## src/rtl/riscv_pkg.sv

```systemverilog
// Shared store-path definitions: funct3 store encodings, store FSM states,
// and the byte-lane mask helper used by the lane aligner.
package riscv_pkg;

  localparam logic [2:0] STORE_SB = 3'b000;
  localparam logic [2:0] STORE_SH = 3'b001;
  localparam logic [2:0] STORE_SW = 3'b010;
  localparam logic [2:0] STORE_SD = 3'b011;

  typedef enum logic [2:0] {
    IDLE  = 3'd0,
    BEAT0 = 3'd1,
    BEAT1 = 3'd2,
    DONE  = 3'd3,
    FAULT = 3'd4
  } store_state_t;

  // Byte-lane mask for a store anchored at lane 0; reserved encodings
  // (funct3[2] set) enable no lanes at all.
  function automatic logic [7:0] size_mask(input logic [2:0] funct3);
    logic [7:0] m;
    m = 8'h00;
    if (!funct3[2]) begin
      case (funct3[1:0])
        2'b00:   m = 8'h01;
        2'b01:   m = 8'h03;
        2'b10:   m = 8'h0f;
        default: m = 8'hff;
      endcase
    end
    return m;
  endfunction

endpackage

```

## src/rtl/store_lane_align.sv

```systemverilog
// Combinational lane aligner: places store data and byte strobes on the
// memory lanes for either beat of a (possibly word-crossing) store, and
// classifies the access as crossing and/or misaligned.
module store_lane_align
  import riscv_pkg::*;
#(
  parameter int XLEN = 32,
  localparam int BYTES = XLEN / 8,
  localparam int OFS = $clog2(BYTES)
) (
  input  logic [OFS-1:0]   offset,
  input  logic [XLEN-1:0]  data,
  input  logic [2:0]       funct3,
  input  logic             beat,
  output logic [XLEN-1:0]  wdata,
  output logic [BYTES-1:0] wstrb,
  output logic             crossing,
  output logic             misaligned
);

  logic [7:0]        mask8;
  logic [15:0]       strb_wide;
  logic [XLEN-1:0]   data_masked;
  logic [2*XLEN-1:0] data_wide;
  logic [OFS-1:0]    amask;

  assign mask8 = size_mask(funct3);

  // Drop bytes above the access size so stale upper bytes of rs2 never
  // reach memory, even on lanes whose strobe is clear.
  generate
    for (genvar gi = 0; gi < BYTES; gi++) begin : g_lane
      assign data_masked[8*gi +: 8] = data[8*gi +: 8] & {8{mask8[gi]}};
    end
  endgenerate

  // Double-width shifts: the low half is beat 0, the high half is what
  // spills into the next aligned word (beat 1).
  assign strb_wide = {8'h00, mask8} << offset;
  assign data_wide = {{XLEN{1'b0}}, data_masked} << {offset, 3'b000};

  // Any enabled lane past the top of the word means the store crosses.
  assign crossing = |strb_wide[15:BYTES];

  // Natural alignment requires the offset to be a multiple of the size.
  assign amask      = OFS'((4'd1 << funct3[1:0]) - 4'd1);
  assign misaligned = |(offset & amask);

  assign wstrb = beat ? strb_wide[2*BYTES-1:BYTES] : strb_wide[BYTES-1:0];
  assign wdata = beat ? data_wide[2*XLEN-1:XLEN]   : data_wide[XLEN-1:0];

endmodule

```

## src/rtl/store_unit.sv

```systemverilog
// Store unit between the core's MEMWRITE stage and data memory. Accepts one
// sb/sh/sw(/sd) request, issues one or two aligned write beats on a
// valid/ready port, and reports completion or fault with a done pulse.
module store_unit
  import riscv_pkg::*;
#(
  parameter int XLEN = 32,
  parameter bit SPLIT_MISALIGNED = 1'b1,
  localparam int BYTES = XLEN / 8,
  localparam int OFS = $clog2(BYTES)
) (
  input  logic             clk,
  input  logic             reset,
  input  logic             req_valid,
  output logic             req_ready,
  input  logic [XLEN-1:0]  req_addr,
  input  logic [XLEN-1:0]  req_data,
  input  logic [2:0]       req_funct3,
  output logic             done_valid,
  output logic             done_fault,
  output logic             mem_valid,
  input  logic             mem_ready,
  output logic [XLEN-1:0]  mem_addr,
  output logic [XLEN-1:0]  mem_wdata,
  output logic [BYTES-1:0] mem_wstrb,
  output logic             busy
);

  store_state_t state;

  // Request fields captured at accept; only beat 1 needs them later.
  logic [OFS-1:0]  offset_reg;
  logic [XLEN-1:0] data_reg;
  logic [2:0]      funct3_reg;
  logic            crossing_reg;

  logic            idle;
  logic [OFS-1:0]  al_offset;
  logic [XLEN-1:0] al_data;
  logic [2:0]      al_funct3;
  logic [XLEN-1:0] al_wdata;
  logic [BYTES-1:0] al_wstrb;
  logic            al_crossing;
  logic            al_misaligned;
  logic            illegal;
  logic            unsupported;

  assign idle = (state == IDLE);

  // Held low throughout reset; otherwise tracks the idle state directly.
  assign req_ready = idle & reset;

  // One aligner serves both beats: in IDLE it looks at the live request to
  // prepare beat 0, afterwards at the captured request to prepare beat 1.
  assign al_offset = idle ? req_addr[OFS-1:0] : offset_reg;
  assign al_data   = idle ? req_data          : data_reg;
  assign al_funct3 = idle ? req_funct3        : funct3_reg;

  store_lane_align #(
    .XLEN(XLEN)
  ) u_align (
    .offset    (al_offset),
    .data      (al_data),
    .funct3    (al_funct3),
    .beat      (~idle),
    .wdata     (al_wdata),
    .wstrb     (al_wstrb),
    .crossing  (al_crossing),
    .misaligned(al_misaligned)
  );

  // Reserved encodings, and sd on a 32-bit datapath, are rejected outright.
  assign illegal = req_funct3[2] || ((XLEN == 32) && (req_funct3 == STORE_SD));

  // Without splitting, any misaligned or word-crossing store is refused.
  assign unsupported = !SPLIT_MISALIGNED && (al_misaligned || al_crossing);

  // Store FSM with registered memory-port and completion outputs.
  always_ff @(posedge clk or negedge reset) begin
    if (!reset) begin
      state        <= IDLE;
      offset_reg   <= '0;
      data_reg     <= '0;
      funct3_reg   <= '0;
      crossing_reg <= 1'b0;
      done_valid   <= 1'b0;
      done_fault   <= 1'b0;
      mem_valid    <= 1'b0;
      mem_addr     <= '0;
      mem_wdata    <= '0;
      mem_wstrb    <= '0;
      busy         <= 1'b0;
    end else begin
      case (state)
        IDLE: begin
          if (req_valid) begin
            offset_reg   <= req_addr[OFS-1:0];
            data_reg     <= req_data;
            funct3_reg   <= req_funct3;
            crossing_reg <= al_crossing;
            busy         <= 1'b1;
            if (illegal || unsupported) begin
              state      <= FAULT;
              done_valid <= 1'b1;
              done_fault <= 1'b1;
            end else begin
              state     <= BEAT0;
              mem_valid <= 1'b1;
              mem_addr  <= {req_addr[XLEN-1:OFS], {OFS{1'b0}}};
              mem_wdata <= al_wdata;
              mem_wstrb <= al_wstrb;
            end
          end
        end
        BEAT0: begin
          if (mem_ready) begin
            if (crossing_reg) begin
              state     <= BEAT1;
              mem_addr  <= mem_addr + XLEN'(BYTES);
              mem_wdata <= al_wdata;
              mem_wstrb <= al_wstrb;
            end else begin
              state      <= DONE;
              mem_valid  <= 1'b0;
              done_valid <= 1'b1;
              done_fault <= 1'b0;
            end
          end
        end
        BEAT1: begin
          if (mem_ready) begin
            state      <= DONE;
            mem_valid  <= 1'b0;
            done_valid <= 1'b1;
            done_fault <= 1'b0;
          end
        end
        DONE, FAULT: begin
          state      <= IDLE;
          done_valid <= 1'b0;
          done_fault <= 1'b0;
          busy       <= 1'b0;
        end
        default: begin
          state      <= IDLE;
          mem_valid  <= 1'b0;
          done_valid <= 1'b0;
          done_fault <= 1'b0;
          busy       <= 1'b0;
        end
      endcase
    end
  end

endmodule

```

## config.mk

```make
export PLATFORM = sky130hd
export DESIGN_NAME = store_unit
export DESIGN_NICKNAME = d
export VERILOG_FILES = /design/src/rtl/riscv_pkg.sv /design/src/rtl/store_lane_align.sv /design/src/rtl/store_unit.sv
export SDC_FILE = /design/constraint.sdc
export NUM_CORES = 1
export LEC_CHECK = 0
export CAP_MARGIN = 15
export CORE_MARGIN = 8
export CORE_UTILIZATION = 55
export CTS_CLUSTER_DIAMETER = 50
export DETAILED_ROUTE_END_ITERATION = 12
export HOLD_SLACK_MARGIN = 0.15
export PLACE_DENSITY = 0.95
export RECOVER_POWER = 100
export SLEW_MARGIN = 15
export SYNTH_ARGS = -nofsm -noshare
export SYNTH_HDL_FRONTEND = slang
export SYNTH_SLANG_ARGS = --single-unit
```

## constraint.sdc

```tcl
create_clock -name clk -period 4.8 [get_ports clk]
set_input_delay 0.48 -clock clk [delete_from_list [all_inputs] [get_ports clk]]
set_output_delay 0.48 -clock clk [all_outputs]
set_load 0.1 [all_outputs]
```

== Word-level counts from Yosys, hierarchy flattened ==
Cells that the tools add are included.

* Add/subtract/negate cells: 1
* Eq/ne operators: 14
* Shifts and indexed selects: 2
* Mux-type cells: 43
* Bitwise logic cells: 7
* Reductions and logical operators: 13

{| class="wikitable"
|+ Operators by type and width
! operator !! number
|-
| 32-bit 2-to-1 mux || 10
|-
| 32-bit one-hot mux with 2 select lines || 2
|-
| 32-bit by 5-bit left shift with 64-bit output || 1
|-
| 32-bit by 3-bit adder with 32-bit output, second input constant || 1
|-
| 8-bit bitwise AND || 4
|-
| 8-bit one-hot mux with 3 select lines || 1
|-
| 4-bit 2-to-1 mux || 5
|-
| 8-bit by 2-bit left shift with 16-bit output || 1
|-
| 3-bit 2-to-1 mux || 5
|-
| 1-bit 2-to-1 mux || 12
|-
| 2-bit != test, second input constant || 6
|-
| 12-bit OR reduction || 1
|-
| 5-bit AND reduction || 2
|-
| 3-bit by 2-bit equality test with 1-bit output, second input constant || 3
|-
| 3-bit one-hot mux with 3 select lines || 1
|-
| 8-bit 2-to-1 mux || 1
|-
| 4-bit one-hot mux with 2 select lines || 1
|-
| 1-bit one-hot mux with 3 select lines || 2
|-
| 6-bit AND reduction || 1
|-
| 1-bit one-hot mux with 4 select lines || 1
|-
| 2-bit AND reduction || 2
|-
| 2-bit OR reduction || 2
|-
| 3-bit by 1-bit equality test with 1-bit output, second input constant || 1
|-
| 3-bit equality test, second input constant || 1
|-
| 12 further kinds || 13
|}

* Flip-flop bits (word level): 113
* Input bits: 71
* Output and inout port bits: 73
* Word-level logic and storage cells: 92

== Longest topological paths before layout ==
Gate-level depths: netlist of the first run.

* Depth after elaboration: 11
* Gate-level depth with buffers: 8
* Gate-level depth less buffers: 5

== Hierarchy ==
Synthesis of the first run repeated with hierarchy kept, for this count alone.

* Cell total of the unflattened synthesis: 809
* Area, all modules: 6745.2 µm²

{| class="wikitable"
|+ By module, submodules not included
! module !! times used !! cells each !! area each (µm²) !! seq. area each (µm²)
|-
| store_unit || 1 || 636 || 5480.3 || 2777.7
|-
| store_lane_align || 1 || 173 || 1265.0 || 0.0
|}

== Worst setup path after synthesis of the first run ==
No wires, ideal clock.

* Path type: register to register
* Start point: register mem_addr[8]
* End point: register mem_addr[31]
* Setup time: 0.072 ns
* Arrival: 2.505 ns
* Required time: 4.728 ns
* Slack: 2.223 ns
* Cell stages (with the launch flop): 7
* Buffers on the path: 1
* Clock period less this slack: 2.577 ns
* Cells stage by stage: dfrtp_1 > clkbuf_2 > nand4_1 > nor4_4 > nand4_1 > or4_1 > nand4_1

* Word-level cells in the longest chain between the ends: 4

{| class="wikitable"
|+ Ends and longest elaborated chain
! item !! RTL line !! text
|-
| start: declaration || store_unit.sv:23 || <nowiki>output logic [XLEN-1:0] mem_addr,</nowiki>
|-
| start signal: assignment || store_unit.sv:109 || <nowiki>mem_addr <= {req_addr[XLEN-1:OFS], {OFS{1'b0}}};</nowiki>
|-
| start signal: assignment || store_unit.sv:119 || <nowiki>mem_addr <= mem_addr + XLEN'(BYTES);</nowiki>
|-
| 32-bit by 3-bit adder with 32-bit output || store_unit.sv:119 ||
|-
| 32-bit 2-to-1 mux || store_unit.sv:117 || <nowiki>if (crossing_reg) begin</nowiki>
|-
| 32-bit 2-to-1 mux || store_unit.sv:116 || <nowiki>if (mem_ready) begin</nowiki>
|-
| 32-bit one-hot mux with 2 select lines || store_unit.sv:94 || <nowiki>case (state)</nowiki>
|}

No other way between the ends. The select of a mux whose other input is x is not followed.
A chain may end at the register's enable or synchronous reset.

== Worst setup path in the final report of the first run ==
* Start point: register state[1]
* End point: output port req_ready

* Word-level cells in the longest chain between the ends: 2

{| class="wikitable"
|+ Ends and longest elaborated chain
! item !! RTL line !! text
|-
| start: declaration || store_unit.sv:29 || <nowiki>store_state_t state;</nowiki>
|-
| start signal: assignment || store_unit.sv:81 || <nowiki>state <= IDLE;</nowiki>
|-
| start signal: assignment || store_unit.sv:103 || <nowiki>state <= FAULT;</nowiki>
|-
| start signal: assignment || store_unit.sv:107 || <nowiki>state <= BEAT0;</nowiki>
|-
| 3-bit logical NOT || store_unit.sv:48 || <nowiki>assign idle = (state == IDLE);</nowiki>
|-
| 1-bit bitwise AND || store_unit.sv:51 || <nowiki>assign req_ready = idle & reset;</nowiki>
|-
| end: declaration || store_unit.sv:15 || <nowiki>output logic req_ready,</nowiki>
|}

No other way between the ends.

==> out/summary.md, run 1 <==
The synthesized design contains 0 enable-type register cells. Fraction of post-synthesis cell area in the top cell type by area: 42.8%. Dividing the final minimum period by the clock period gives 81.8%. Once placement completed, the tool counted placed cells totaling 954. In this run the mean area of a mapped cell was 8.79 um2.

The longest clock path from root to sink contains 2 buffers. For this configuration, the core starts out at a cell density of 55.8%. Yosys mapped the design onto 71 distinct sky130hd cell types.

Measured against its own limit, the worst slew margin works out to -97.0%. The die is 123 um wide. For this run, design rule violations remaining after detail routing come to 0.

The post-detailed-route wirelength per cell is 21.5 um. The number of clock buffers added by TritonCTS is 9. Of the post-synthesis cell area, the part taken by muxes is 6.90%.

By startpoint and endpoint, the worst setup path is classified as reg -> out. Max-slew violation count: 94. Adding up every negative setup slack in the final design gives 0 ns. The area of the core was 11300 um2. The floorplan has 39 rows. The total I/O pin count came out at 144. Entering global routing, the biggest net connects 58 pins.

The first global-routing pass estimated 33.4 mm of wire. The final weighted congestion in routability-driven placement was 0.959; the via count of the first global-routing pass was 6410. Counting instances in the post-synthesis netlist gives the leading cell types as dfrtp_1, nand2_1, a21oi_1, nor2_1, nand3_1.

Global routing used 27.5% of the available tracks. The largest fanout on the critical path is 26, and the max-capacitance violation count is 1. Synthesis produced 718 cells. Of the total synthesized cell area, the portion taken by XOR and XNOR cells is 0%.

For the worst setup path, the data required time is 4.32 ns. The run gives 894 as the number of nets in the final layout. For the detailed route wirelength on metal2, the log shows 9.70 mm. Of all flip-flops after synthesis, the portion carrying an async set or reset was 100%.

The first detailed-routing pass ran for 7 iterations. The floorplan step defined a die boundary enclosing 15200 um2. Once the clock tree was built, the resizer swapped 0 gates to a different size. The highest-delay cell along the critical path is clkdlybuf4s50_1.

For the worst setup path, the data arrival time is 3.45 ns. Setup repair after global routing left no endpoint under its margin. The fraction of the mapped netlist area in simple logic gates is 22.6%. Once layout is done, the placed cells without fillers occupy 7990 um2.

The clock-pin transition on the worst setup and hold timing paths came out at 0.08 ns. The total number of vias was 6706; the count of buffers added by post-CTS timing repair for setup was 0. Number of failing hold endpoints at the final stage: 0.

From synthesis to final layout, the design area changed by 26.5%. The final routed wirelength across all metal layers is 20.8 mm. The final reports fail on capacitance limit, slew limit. Number of antenna violations at the first check in global routing: 0.

The count of buffers from port buffering was 141. The post-detailed-placement half-perimeter wirelength came out at 14.3 mm. In this run, post-CTS hold repair placed 0 buffers. Wire segments on met3 add up to 2.37 mm in the final route.

The number of flip-flops in the largest register is 32. The time the final worst path needs with I/O delays and setup works out to 3.93 ns. TritonCTS built the clock tree. Top cell type by total area after synthesis: dfrtp_1.

In this run the vertical extent of the chip is 123 um. The source-to-sink clock delay at the later pin of the worst-skew pair is 0.36 ns. The most used flip-flop cell after synthesis is dfrtp_1. Library cell with the highest instance count after synthesis: dfrtp_1. Sorting the synthesized cells by area gives the leading types as dfrtp_1, nand2_1, a21oi_1. The antenna violation net count after detailed routing came out at 0.

The tools report the maximum level of the CTS H-tree as 3. The vias per cell came out at 6.91. The synthesis-stage register bit count was 108. The detailed router finished its first iteration with 1200 violations.

Summing the areas of all fa, ha and maj instances in the mapped netlist gives 0.198% of the synthesized area. The tree is rooted in a clkbuf_16. The number of antenna diodes in the final layout is 0. The flow ran to the end, but the final reports show violations. The highest achievable clock rate was 255 MHz; the leftover overflow at the end of global routing was 0. The fraction of the mapped netlist area in compound gates is 22.9%.

After synthesis, the largest family of logic cells by area is compound AO/OA/AOI/OAI gates. After detailed placement, the total cell area comes to 7730 um2. The tools report the sort of element at the start of the critical path as a register. The share of post-route cells with drive strength above 1 is 6.77%. The number of clock sinks came out at 108.

Topmost layer with routed signal wires: met4. The largest single stage delay on the critical path is 1.13 ns. The routed length on met1 was 7.80 mm. The type of destination of the critical path was a primary output. The setup skew after layout is 0.00874 ns, and the count of placed standard cells in the final layout, fillers left out is 970.

After synthesis, flip-flops and latches occupy 42.8% of the total area. For the pin with the worst max-slew slack, the measured transition is 2.95 ns. The final setup violation count is 0. The signal on the critical path passes through nor3_1, clkbuf_1, and2_1, clkdlybuf4s50_1.

The tools report the Yosys warning count as 0. The cell area after synthesis is 6310 um2. The class of the most critical hold timing path is in -> async.
-- layer usage --
metal	vias up	global-route usage [%]
li1	2904	-
met1	3154	35.2
met2	522	43.5
met3	126	7.31
met4	0	10.9
met5	-	0
-- stage by stage --
stage,hold slack [ns],setup slack [ns],utilization [%]
3_3_place_gp,0.490,1.68,68.3
6_report,0.171,0.873,70.5
5_1_grt,0.237,0.731,70.5
4_1_cts,0.216,1.49,70.9
2_1_floorplan,0.184,2.22,-
3_5_place_dp,0.499,1.44,68.3
-- logic make-up after synthesis --
| family | Yosys count |
|---|---|
| adders and majority gates | 1 |
| and+or+nand+nor | 287 |
| AOI/OAI and AO/OA | 213 |
| other | 1 |
| buffers and inverters | 67 |
| muxes | 41 |
| DFF | 108 |
-- placed cells by master (no fill, tap or decap), types with 4 or more instances in the layout --
cell type        netlist  final
dfrtp_1              108    108
nand2_1               99     99
dlygate4sd3_1          0     71
clkdlybuf4s50_1        0     69
a21oi_1               61     61
nor2_1                48     48
nand3_1               47     47
o21ai_0               37     37
nor3_1                20     21
mux2i_1               21     21
mux2_2                20     20
and3_1                19     19
a31oi_1               14     14
a221o_1               13     13
o22ai_1               13     13
nand4_1               11     11
o211ai_1              10     10
inv_1                  9      9
a32oi_1                9      9
clkbuf_16              0      9
a22oi_1                8      8
buf_4                  2      8
and2_1                 6      6
nand2b_1               6      6
a311oi_1               6      6
nor2b_1                5      5
nor4bb_1               5      5
a221oi_1               4      4
a222oi_1               4      4
-- area by class of cell --
cell class	instances	area (um2)
Clock buffer	9	225
Sequential cell	108	2700
Timing Repair Buffer	150	1470
Multi-Input combinational cell	544	3310
Clock inverter	7	61.3
Tap cell	143	179
Inverter	9	33.8
Fill cell	846	3340
-- worst paths after layout --
path	start	end	cells past startpoint	slack (ns)
max	state[1]	req_ready	4	0.87
min	reset	data_reg[21]	1	0.17
max reg2reg	state[1]	mem_wdata[5]	6	1.24
min reg2reg	done_valid	done_valid	1	0.51
max in group asynchronous	reset	mem_addr[30]	2	1.34
min in group clk	done_valid	done_valid	1	0.51
-- critical path, delay by kind of cell, from the launching register on --
kind	cells	cell delay, ns
and+or+nand+nor	2	0.49
DFF	1	0.58
buffers and inverters	2	2.01
Power of run 1 is not shown: default switching activity piles up to over one toggle a cycle in this logic, so the estimate is an artifact.
==> run 2: changes to the inputs <==
CORE_UTILIZATION = 46   (was 55)
PLACE_DENSITY = 0.87   (was 0.95)
clock period = 3.2 ns   (was 4.8 ns; I/O delays follow)
==> out/summary.md, run 2 (same netlist as run 1, synthesis figures left out) <==
After detailed routing, the average wire length per cell comes to 20.4 um. Detailed placement ended at an HPWL of 14.9 mm. The register with the most flip-flops in the layout has 32 of them. The largest fanout on the critical path came out at 18. With fillers left out, the area of the finished cells amounts to 8120 um2. Setup slack closes at 0.506 ns. Ratio of final minimum period to clock period: 84.2%. For the worst-skew pair, the clock arrives at the later sink with an insertion delay of 0.35 ns. Dividing the detail-routed via count by the number of cells gives 6.34. Maximum clock path buffer count: 2. In this design, the critical path's most frequently occurring cell is nor2_1.

The maximum number of pins on one net before global-route repair is 109, and the effective utilization at floorplan is 46.2%. The tools report the total I/O pin count as 144. The tree is rooted in a clkbuf_16. The global-route wire length before repair is 33.4 mm.

Timing would allow up to 371 MHz. In the layout the commonest cells are dfrtp_1, nand2_1, clkdlybuf4s50_1. The routed design could run at a clock period as short as 2.69 ns. The tools report the final-layout setup total negative slack as 0 ns. The worst setup path is captured at a register. The die is 133 um tall. The first TritonRoute pass finished after 9 iterations. Highest-delay cell along the critical path: a22o_1. Setup repair after global routing left no endpoint under its margin.

The critical path goes through nor2_1, a22o_1, nand3_1, nor2_1, a221o_1. The worst setup path is launched from a register. Of the cells placed in the final design, the portion with a size suffix greater than 1 is 7.86%. The H-tree generated during clock tree synthesis spans 3 levels.

TritonCTS built the clock tree. The total area inside the core boundary comes to 13700 um2. In this run, the number of DRC markers left after iteration 0 of detailed routing was 1014. Headroom to the max-slew limit came out at 0.883%.

Relative to the synthesized area, the layout overhead comes to 28.6%. Setup slack on the worst reg-to-reg path comes out at 0.51 ns. For the layout filler cell count, the log shows 1223. The number of buffers created by CTS is 9, and the number of failing hold endpoints at the final stage is 0.

For this run, the total global-route usage over all layers was measured as 23.0%. The final setup violation count is 0, and the setup skew after layout is 0.00638 ns. The transition time of the tightest slew-check pin was 1.49 ns; the number of antenna violations at the first check in global routing was 0.

The detail route stage leaves a number of antenna-violating nets equal to 0. The number of antenna diodes in the final layout is 0. The routed layout has 6464 vias. Leaving out fill and tap cells, the most frequent cell in the layout is dfrtp_1.

The via count of the first global-routing pass was 6203; the worst path arrival time was 2.99 ns. The count of buffers added by post-CTS timing repair for setup was 0. Cell class contributing the biggest share of worst-path delay: simple AND/OR/NAND/NOR gates.

The setup slack after placement was 0.651 ns; the sequential cell area was 2700 um2. From left edge to right edge, the die measures 133 um. The delay of the slowest critical-path stage works out to 0.70 ns. The tools report the placement-stage cell area as 7890 um2.

The run finished with clean final reports. The final routed wirelength across all metal layers came out at 20.9 mm. The logs give 0 for the number of remaining DRC errors and 3340 um2 for the multi-input combinational cell area.

Global routing finished with a remaining overflow of 0. Max-slew violation count: 0. Clock tree synthesis found a total of 108 sinks.

Max-cap violations in this run came to 0. For the number of nets in the final layout, the log shows 907. The setup path with the least slack is of type reg -> reg.

In this run the worst hold path is classified as reg -> reg. During placement, the flow inserted port buffers numbering 141. The final weighted congestion in routability-driven placement is 0.901. After clock tree synthesis, the clock-pin slew on the worst setup and hold paths is 0.07 ns. The tools report the required time of the worst setup path as 3.50 ns. Counting both buffers and inverters, the worst setup path holds a total of 0. The die covers 17700 um2. Row generation in the floorplan step produced 43 rows.
## run 2: changes by cell type in the layout (fill, tap and decap cells not counted), moves of 2 or more
cell and delta:
clkbuf_8 +3, buf_4 +7, buf_12 +2, dlygate4sd3_1 -8, clkbuf_1 +11, clkinv_4 -3
## run 2: per-layer routing
layer | global-route usage (%) | part of all wire, % | vias up | routed length (um)
met1 | 29.4 | 40 | 3067 | 8380
li1 | - | - | 2925 | -
met2 | 37.1 | 47 | 415 | 9900
met3 | 6.48 | 9.8 | 57 | 2040
met4 | 7.05 | 2.6 | 0 | 536
met5 | 0 | 0 | - | 0
## run 2: worst paths after layout
kind / cells past startpoint / to / startpoint
hold reg to reg: 2 / data_reg[13] / data_reg[13]
setup reg to reg: 5 / mem_wdata[28] / state[1]
setup / recovery: 5 / mem_wdata[28] / state[1]
min in group asynchronous: 3 / mem_addr[5] / reset
max in group asynchronous: 3 / mem_wdata[29] / reset
hold / removal: 2 / data_reg[13] / data_reg[13]
## run 2: layout make-up
class / instances / area share (%)
Clock buffer: 13 / 3.33
Clock inverter: 3 / 0.247
Inverter: 9 / 0.416
Multi-Input combinational cell: 544 / 41.1
Sequential cell: 108 / 33.3
Tap cell: 180 / 2.77
Timing Repair Buffer: 163 / 18.9
## run 2: what timing repair did
| action | CTS | global route |
|---|---|---|
| setup endpoints to repair | 0 | 0 |
| hold buffers | 1 | 0 |
| hold endpoints to repair | 76 | 0 |
| gates resized for setup | 0 | 0 |
## run 2: tightest hold or removal path: cells and delay by family (launching register included)
family | cells | cell delay (ns)
DFF | 1 | 0.37
and+or+nand+nor | 2 | 0.12
## run 2: metrics by stage
| stage | cells | hold slack (ns) | utilization [%] |
|---|---|---|---|
| floorplan | 719 | 0.0244 | - |
| global placement | 1003 | 0.484 | 57.7 |
| detailed placement | 1003 | 0.495 | 57.7 |
| CTS | 1020 | 0.512 | 59.9 |
| global route | 1020 | 0.529 | 59.4 |
| finish | 1020 | 0.512 | 59.4 |
Power of run 2 is left out for the same reason.
==> run 3: changes to the inputs <==
CORE_UTILIZATION = 51   (was 46)
PLACE_DENSITY = 0.91   (was 0.87)
clock period = 2.6 ns   (was 3.2 ns; I/O delays follow)
==> out/summary.md, run 3 (same netlist as run 1, synthesis figures left out) <==
The run finished with clean final reports. TritonCTS created 9 clock buffers. The hold path depth is 3. The buffering stage count on the worst path with inverters included came out at 1.

In the layout the commonest cells are dfrtp_1, nand2_1, clkbuf_1. Entering global routing, the biggest net connects 57 pins. Once the floorplan was initialized, standard cells occupied 52.3% of the core.

The cell class contributing the biggest share of worst-path delay is flip-flops. Antenna violation net count after detailed routing: 0. The startpoint identified for the worst hold timing path is req_addr[3]. Along the worst path, the maximum fanout reaches 21. Summed over all failing endpoints, the final setup total negative slack is 0 ns. For the worst flop-to-flop path, the logic depth is 6.

Detailed routing inserted a total of 6606 vias. The tools report the via count of the first global-routing pass as 6345. In the final layout, the multi-input gates occupy 3320 um2.

The repair_antennas step left the layout with diodes totalling 0. Post-cts repair resize count: 0. The logs give 40 for the total number of placement rows and 0.966 for the final weighted congestion in routability-driven placement.

For the die footprint, the log shows 16200 um2. The clock net in this run drives a total of 108 sinks. In the global route stage, overall resource usage came out at 25.7%.

For the count of buffers added by post-CTS timing repair for setup, the log shows 0. Across all register-to-register paths, the minimum setup slack is 0.22 ns. In the routed layout, each cell is associated on average with a via count of 6.48. In this run the critical register-to-register path is launched from state[0].

Detailed placement finished with a half-perimeter wire length of 15.1 mm. The layout overhead on the synthesized area was 23.9%. The floorplan die width is 127 um.

The number of nets in the final layout came out at 918. TritonCTS built the clock tree. Clock latency on the worst-skew pair, taken at its later pin, is 0.36 ns. The time the final worst path needs with I/O delays and setup works out to 2.38 ns. The ratio of final minimum period to clock period came out at 91.5%. The path class of the tightest hold or removal check is in -> reg.

Tracing the worst setup path back leads to its startpoint at state[0]. During I/O placement, the number of pins put on the boundary was 144. The worst setup path is launched from a register. The register with the most flip-flops in the layout has 32 of them.

By startpoint and endpoint, the worst setup path is classified as reg -> reg. Clock skew on the completed layout was measured at 0.00438 ns. Max-cap violations in this run came to 0. In the final routed layout, each cell accounts on average for 20.8 um. Of the cells placed in the final design, the portion with a size suffix greater than 1 is 9.28%. The number of antenna violations at the first check in global routing is 0.

The core region is 12100 um2. Static timing analysis puts the maximum clock frequency at 420 MHz. For the maximum level of the CTS H-tree, the log shows 3. After detailed routing, the number of remaining DRC violations is 0.

In this run the vertical extent of the chip is 127 um. The pre-antenna-repair detailed-routing pass consisted of 6 iterations. In this design, the critical path's most frequently occurring cell is nand2_1.

Setup repair after global routing left no endpoint under its margin. Type of destination of the critical path: a register. The worst hold slack was 0.484 ns. The logs give 2700 um2 for the sequential cell area and 1060 for the layout filler cell count. The run gives 0 as the max-slew violation count.

Reg-to-reg endpoint: mem_wdata[11]. The transition time of the tightest slew-check pin was 1.45 ns; the final setup violation count was 0. Input and output buffers added on the ports amount to 141. The final routed wirelength across all metal layers was 21.2 mm.

Walking the worst path, the cells encountered are or3_1, clkbuf_2, nand2_1, nand2_1, o211ai_1, a221o_1. The first global-routing pass estimated 33.5 mm of wire. The maximum clock path buffer count came out at 2. The tightest slew margin relative to the limit was 3.39%.

Clock tree synthesis selected as its root buffer the cell clkbuf_16. At the worst endpoint, the required time is 2.84 ns. For this run, the slowest stage of the critical path takes 0.71 ns. At the worst endpoint, the arrival time is 2.62 ns.

The library cell used most frequently in the layout, excluding fill and tap cells, is dfrtp_1. The leftover overflow at the end of global routing was 0. The endpoint of the worst hold path is mem_addr[3]. The number of failing hold endpoints at the final stage was 0. The largest individual stage delay along the critical path comes from the cell dfrtp_1.

The clock-pin transition on the worst setup and hold timing paths was 0.07 ns. In this run, the number of DRC markers left after iteration 0 of detailed routing was 991.
-- run 3: stage by stage --
stage	util [%]	cell area, um2	setup WS (ns)	instances
floorplan	-	6320	0.0227	719
global placement	64.8	7810	0.296	1002
detailed placement	64.8	7810	0.229	1002
CTS	67.5	8150	0.368	1019
global route	64.9	7830	0.0787	1019
finish	64.9	7830	0.221	1019
-- run 3: worst max-delay path by stage --
| stage | to | depth (start not counted) |
|---|---|---|
| floorplan | mem_addr[31] | 6 |
| global placement | mem_wdata[15] | 6 |
| detailed placement | mem_wdata[15] | 6 |
| CTS | mem_wdata[27] | 5 |
| global route | mem_wdata[14] | 6 |
| finish | mem_wdata[11] | 6 |
-- run 3: what timing repair did --
action | CTS | global route
hold endpoints to repair | 108 | 0
setup endpoints to repair | 0 | 0
hold buffers | 1 | 0
-- run 3: area by class of cell --
type	instances	area share, %
Tap cell	168	2.69
Inverter	9	0.432
Multi-Input combinational cell	544	42.5
Timing Repair Buffer	174	15.7
Clock buffer	9	2.88
Sequential cell	108	34.5
Clock inverter	7	1.28
-- run 3: worst min-delay path, cell delays in order --
cell and delay, ns:
clkdlybuf4s50_1 0.41, nand2_1 0.06, a31oi_1 0.07
-- run 3: metal layers --
metal	track usage, %	routed length, um
met1	33.4	8430
met4	9.87	606
met3	6.82	2230
met5	0	0
met2	40.2	9970
Power of run 3 is left out for the same reason.
